<file path="src/rtl/seq_generator.sv">
// Serial pattern transmitter: accepts WIDTH-bit words over valid/ready and shifts them out
// MSB-first, optionally followed by an idle gap, counting frames that match either target.
module seq_generator #(
  parameter int unsigned       WIDTH    = 6,
  parameter int unsigned       GAP      = 0,
  parameter logic              IDLE_BIT = 1'b0,
  parameter logic [WIDTH-1:0]  PAT_A    = WIDTH'(6'b111000),
  parameter logic [WIDTH-1:0]  PAT_B    = WIDTH'(6'b101110),
  parameter int unsigned       CNT_W    = 8
) (
  input  logic             clk,
  input  logic             rst,
  input  logic             in_valid,
  output logic             in_ready,
  input  logic [WIDTH-1:0] in_word,
  output logic             data_out,
  output logic             data_valid,
  output logic             frame_start,
  output logic             frame_done,
  output logic             busy,
  output logic [CNT_W-1:0] hit_cnt
);

  localparam int unsigned CntBW = (WIDTH > 1) ? $clog2(WIDTH) : 1;
  localparam int unsigned GapW  = (GAP > 1) ? $clog2(GAP) : 1;
  localparam logic [CntBW-1:0] CntLast = CntBW'(WIDTH - 1);
  localparam logic [GapW-1:0]  GapLast = GapW'((GAP > 0) ? GAP - 1 : 0);

  typedef enum logic [1:0] {StIdle, StShift, StGap} state_e;

  state_e           state_q, state_d;
  logic [WIDTH-1:0] shreg_q, shreg_d;
  logic [CntBW-1:0] cnt_q, cnt_d;
  logic [GapW-1:0]  gap_q, gap_d;
  logic             match_q, match_d;
  logic             data_out_q, data_out_d;
  logic             data_valid_q, data_valid_d;
  logic             frame_start_q, frame_start_d;
  logic             frame_done_q, frame_done_d;
  logic [CNT_W-1:0] hit_q, hit_d;
  logic             accept, load;

  always_ff @(posedge clk) begin : p_state
    if (rst) begin
      state_q       <= StIdle;
      shreg_q       <= '0;
      cnt_q         <= '0;
      gap_q         <= '0;
      match_q       <= 1'b0;
      data_out_q    <= IDLE_BIT;
      data_valid_q  <= 1'b0;
      frame_start_q <= 1'b0;
      frame_done_q  <= 1'b0;
      hit_q         <= '0;
    end else begin
      state_q       <= state_d;
      shreg_q       <= shreg_d;
      cnt_q         <= cnt_d;
      gap_q         <= gap_d;
      match_q       <= match_d;
      data_out_q    <= data_out_d;
      data_valid_q  <= data_valid_d;
      frame_start_q <= frame_start_d;
      frame_done_q  <= frame_done_d;
      hit_q         <= hit_d;
    end
  end

  always_comb begin : p_next
    accept        = in_valid && in_ready;
    load          = 1'b0;
    state_d       = state_q;
    shreg_d       = shreg_q;
    cnt_d         = cnt_q;
    gap_d         = gap_q;
    match_d       = match_q;
    data_out_d    = IDLE_BIT;
    data_valid_d  = 1'b0;
    frame_start_d = 1'b0;
    frame_done_d  = 1'b0;
    hit_d         = hit_q;

    unique case (state_q)
      StIdle: load = accept;
      StShift: begin
        if (cnt_q != '0) begin
          shreg_d      = shreg_q << 1;
          cnt_d        = cnt_q - CntBW'(1);
          data_out_d   = shreg_d[WIDTH-1];
          data_valid_d = 1'b1;
        end else if (accept) begin
          load = 1'b1;
        end else if (GAP > 0) begin
          state_d = StGap;
          gap_d   = GapLast;
        end else begin
          state_d = StIdle;
        end
      end
      StGap: begin
        if (gap_q != '0) begin
          gap_d = gap_q - GapW'(1);
        end else if (accept) begin
          load = 1'b1;
        end else begin
          state_d = StIdle;
        end
      end
      default: state_d = StIdle;
    endcase

    if (load) begin
      state_d       = StShift;
      shreg_d       = in_word;
      cnt_d         = CntLast;
      match_d       = (in_word == PAT_A) || (in_word == PAT_B);
      data_out_d    = in_word[WIDTH-1];
      data_valid_d  = 1'b1;
      frame_start_d = 1'b1;
    end

    // The edge that drives a frame's last bit also reports completion and counts the hit.
    if (data_valid_d && (cnt_d == '0)) begin
      frame_done_d = 1'b1;
      if (match_d && (hit_q != '1)) hit_d = hit_q + CNT_W'(1);
    end
  end

  always_comb begin : p_out
    in_ready = 1'b0;
    if (!rst) begin
      unique case (state_q)
        StIdle:  in_ready = 1'b1;
        StShift: in_ready = (GAP == 0) && (cnt_q == '0);
        StGap:   in_ready = (gap_q == '0);
        default: in_ready = 1'b0;
      endcase
    end
  end

  assign busy        = (state_q != StIdle);
  assign data_out    = data_out_q;
  assign data_valid  = data_valid_q;
  assign frame_start = frame_start_q;
  assign frame_done  = frame_done_q;
  assign hit_cnt     = hit_q;

endmodule

</file>
<file path="config.mk">
export PLATFORM = sky130hd
export DESIGN_NAME = seq_generator
export DESIGN_NICKNAME = d
export VERILOG_FILES = /design/src/rtl/seq_generator.sv
export SDC_FILE = /design/constraint.sdc
export NUM_CORES = 1
export LEC_CHECK = 0
export BUFFER_PORTS_ARGS = -buffer_cell sky130_fd_sc_hd__clkbuf_2
export CORE_MARGIN = 5
export CORE_UTILIZATION = 51
export CTS_CLUSTER_SIZE = 14
export DETAILED_ROUTE_END_ITERATION = 16
export GPL_TIMING_DRIVEN = 0
export PLACE_DENSITY_LB_ADDON = 0.2
export SKIP_LAST_GASP = 1
export SLEW_MARGIN = 10
export SYNTH_ARGS = -nofsm -noshare
export SYNTH_HDL_FRONTEND = slang
export SYNTH_SLANG_ARGS = --single-unit
</file>
<file path="constraint.sdc">
create_clock -name clk -period 2.75 [get_ports clk]
set_input_delay 0.275 -clock clk [delete_from_list [all_inputs] [get_ports clk]]
set_output_delay 0.275 -clock clk [all_outputs]
set_load 0.03 [all_outputs]
</file>
==> Word-level counts from Yosys, hierarchy flattened <==
Cells that the tools add are included.
{ "op_classes": {"div": 0, "n_shift": 0, "magnitude_cmp": 0, "n_eq_ne": 10, "n_mul": 0, "bitwise_logic": 2, "n_mux": 27, "add_sub_neg": 3, "n_reduce_logical": 16} }
{ "op_table": {"columns": ["op", "count"], "rows": [
  ["2-to-1 mux 1 bit", 15],
  ["2-to-1 mux 5 bit", 3],
  ["== test 6 bit, second input constant", 2],
  ["2-to-1 mux 3 bit", 3],
  ["adder 8 x 1 -> 8 bit, second input constant", 1],
  ["!= test 8 bit, second input constant", 1],
  ["zero test 3 bit", 2],
  ["2-to-1 mux 2 bit", 3],
  ["!= test 2 bit, second input constant", 3],
  ["!= test 3 bit, second input constant", 2],
  ["one-hot mux 1 bit (3 select lines)", 2],
  ["one-hot mux 2 bit (3 select lines)", 1],
  ["AND reduction 3 bit", 2],
  ["nonzero test 2 bit", 3],
  ["AND reduction 2 bit", 2],
  ["logical AND 1 bit", 3],
  ["nonzero test 3 bit", 1],
  ["subtractor 3 x 1 -> 3 bit, second input constant", 1],
  ["== test 2 x 1 -> 1 bit, second input constant", 1],
  ["== test 2 bit, second input constant", 1],
  ["zero test 2 bit", 1],
  ["NOT 1 bit", 2],
  ["OR reduction 2 bit", 1],
  ["logical OR 1 bit", 1],
  ["subtractor 1 bit, second input constant", 1]
]} }
{ "totals": {"memories": 0, "latchBits": 0, "wordCells": 69, "in_bits": 9, "rom_bits": 0, "regBits": 24, "ramBits": 0, "out_inout_bits": 14} }

==> Logic depth before layout (Yosys ltp) <==
{ "logic_depth": {"depth_word": 11, "ltp_mapped": 8, "depth_no_buf": 7} }

==> Worst setup path before layout <==
OpenSTA, ideal clock, no wires.
{ "synth_path": {"path_type": "reg2reg", "start": "register cnt_q[0]", "end": "register hit_q[6] (netlist: hit_cnt[6])", "required_ns": 2.679, "setup_slack_ns": 0.754, "path_stages_with_launch": 9, "path_buffers": 1, "arrival_ns": 1.925, "setup_time_ns": 0.071, "period_less_slack_ns": 1.996, "cell_sequence": "dfxtp_1 -> inv_1 -> ha_1 -> or3_1 -> a21boi_2 -> o2111ai_2 -> buf_6 -> or3_1 -> a21oi_1"} }
{ "synth_between": {"elab_chain_cells": 11, "word_cells_on_any_way": 21, "cone_classes": "add/sub (1); mux (13); reduce/logical (7)"} }
{ "synth_lines": {"columns": ["item", "line", "source"], "rows": [
  ["start: declaration", "33", "logic [CntBW-1:0] cnt_q, cnt_d;"],
  ["start signal: assignment", "58", "cnt_q <= cnt_d;"],
  ["zero test 3 bit", "134", "StShift: in_ready = (GAP == 0) && (cnt_q == '0);"],
  ["one-hot mux 1 bit (3 select lines)", "132", "unique case (state_q)"],
  ["2-to-1 mux 1 bit", "131", "if (!rst) begin"],
  ["logical AND 1 bit", "70", "accept = in_valid && in_ready;"],
  ["2-to-1 mux 1 bit", "91, 103", null],
  ["2-to-1 mux 1 bit, on equally long branches", "101, 86", null],
  ["one-hot mux 1 bit (3 select lines)", "83", "unique case (state_q)"],
  ["2-to-1 mux 3 bit", "112", "if (load) begin"],
  ["zero test 3 bit", "123", "if (data_valid_d && (cnt_d == '0)) begin"],
  ["logical AND 1 bit", "123", null],
  ["AND reduction 2 bit (no line) (*)", null, null],
  ["end signal: assignment", "65", "hit_q <= hit_d;"],
  ["end: declaration", "40", "logic [CNT_W-1:0] hit_q, hit_d;"]
]} }
Every way passes the cells marked *; elsewhere a longest branch is shown, timed or not.
A chain may end at the register's enable or synchronous reset.

==> Worst setup path after layout <==
Same ends and word-level chain as after synthesis.

==> metrics <==
outcome=finished clean; WS Path Type=reg2reg; antenna violations before repair=0; mux share of post-synthesis cell area=0.0608; Worst-Margin Slew=0.537 ns; Peak VDD IR=0.292 mV; Die Width=54.0 um; M3 GR Usage=0.0305; Synth Area in XOR/XNOR=0.00887; hold crit path type=in2reg; Initial Utilization=0.519; clk sinks=22; Lkg Pwr=0.000485 uW; Final GP Congestion=0.851; number of synthesized flops with an enable pin=0; post-synthesis compound-gate area fraction=0.174; Area contributors post-synth=dfxtp_1, mux2i_1, nor2_1; # DRC=0; Max Root-Sink Buffers=2; max-capacitance violation count=0; CP Capture Type=register; die height=54.0 um; CTS Buf Count=3; Buffers on Ports=22; Cells after Synth=113; Seq cells post-synth=22; initial DRC count=11; post-synth cell types=29; Post-Route WL=2090 um; post-synth top area cell=dfxtp_1; overflow left after global routing=0; cell area after synthesis=987 um^2; Rows=16; Critical Path Fanout Max=10; CTS H-tree depth=1; Critical Path AT=2.43 ns; Mapped Avg Cell Area=8.74 um^2; synthesis-to-finish area growth=16.9%; largest family of logic cells by synthesized area=simple AND/OR/NAND/NOR gates; clk slew on worst S/H paths=0.11 ns; Top FF cell, synth=dfxtp_1; DR pass1 iterations=4; worst clock skew=0.00252 ns; post_cts resized=0; final hold vios=0; via count=902; CTS root buf=clkbuf_4; Post-DP HPWL=1550 um; GRT Util Overall=0.162; M2 GR Usage=0.270; Core Area=1900 um^2; share of layout cells above drive strength 1=0.239; crit path time final=2.19 ns; Post-Synth Adder-Cell Area=0.0380; Pwr per Cell Area=496 nW/um^2; Synth top area share=0.446; CTS tree=yes; most common cell in the netlist=dfxtp_1; post-synthesis simple-gate area fraction=0.231; # diodes=0; DR WL/cell=12.7 um; Vias/cell=5.47; Crit path required time=2.99 ns; vias in the first global route=839; Final Util=0.607; CP startpoint kind=register; Die Area=2920 um^2; most used routing layer=met2; Slew Limit Headroom=0.642; Max Fclk=0.457 GHz; syn nets=125; clock latency on the worst-skew pair=0.30 ns; Post-CTS Repair Setup Buffers=0; RSZ-0062 raised after global routing=false; fin. max-slew vios=0; Syn. warnings=0; M1 GR Usage=0.200; fin nets=152; Final Cycle Share=0.796; Post-synth ARST share=0; Synth top cells by count=dfxtp_1, nor2_1, nand2_1; TNS Setup=0 ns; cts hold-fix bufs=0; I/O pins=23; largest net degree at the start of global routing=12; first-pass GRT wire length=3440 um; final setup fails=0; sequential fraction of the synthesis area=0.446; Final ANT Viol Nets=0
## final cells by class
type	instances	area, um^2
buffer	5	26.3
clock buffer	3	22.5
fill	172	748
timing repair buffer	22	110
multi-input combinational	82	505
tap	27	33.8
sequential	22	440
inverter	4	15.0
## worst max-delay path: stages, from the launching register on
cell	delay, ns
dfxtp_1	0.38
inv_1	0.08
ha_1	0.22
or3_1	0.38
a21boi_2	0.19
o2111ai_2	0.21
buf_6	0.19
or3_1	0.34
a21oi_1	0.13
## registers in the layout, indices dropped and copies added, names as in the netlist
signal and count:
match_q 1, data_out 1, frame_done 1, hit_cnt 8, state_q 1, data_valid 1
frame_start 1, shreg_q 5, cnt_q 3
## per-stage QoR
stage | instance area, um^2 | instances | setup WS [ns] | hold WS (ns) | total power [uW]
finish | 1150 | 165 | 0.560 | 0.232 | 572
global route | 1150 | 165 | 0.417 | 0.249 | 596
CTS | 1150 | 165 | 0.557 | 0.217 | 578
detailed placement | 1130 | 162 | 0.593 | 0.451 | 435
global placement | 1130 | 162 | 0.611 | 0.456 | 432
floorplan | 987 | 113 | 0.754 | 0.354 | 408
## worst paths after layout
check	start	to	slack, ns	cells past startpoint
setup / recovery	cnt_q[0]	hit_cnt[6]	0.56	8
hold / removal	rst	shreg_q[0]	0.23	2
setup reg to reg	cnt_q[0]	hit_cnt[6]	0.56	8
hold reg to reg	shreg_q[4]	data_out	0.47	2
## per-layer routing
layer | wire [um] | vias to the layer above
met5 | 0 | -
met4 | 36 | 0
met3 | 115 | 5
met2 | 955 | 19
met1 | 982 | 420
li1 | - | 458
## power breakdown
part / switching, uW / internal [uW] / leakage [uW]
clock: 93.0 / 51.2 / 0.0000138
sequential: 8.42 / 334 / 0.000180
combinational: 53.9 / 31.7 / 0.000291
total: 155 / 417 / 0.000485
## cells in the final DEF, fill, tap and decap left out, types with 4 or more instances in the layout
cell / Yosys / layout
a211oi_1: 5 / 5
a21oi_1: 9 / 9
clkbuf_1: 4 / 4
clkbuf_2: 0 / 22
dfxtp_1: 22 / 22
inv_1: 4 / 4
mux2i_1: 6 / 6
nand2_1: 10 / 10
nand3_1: 4 / 4
nor2_1: 15 / 15
nor3_1: 4 / 4
o21ai_0: 6 / 6
## cells by family after synthesis
group	count (synthesis)
and+or+nand+nor	46
AOI/OAI and AO/OA	26
DFF	22
buffers and inverters	9
muxes	6
adders and majority gates	3
xor gates and xnor gates	1
Note: power is estimated with default switching activity, not from simulation.
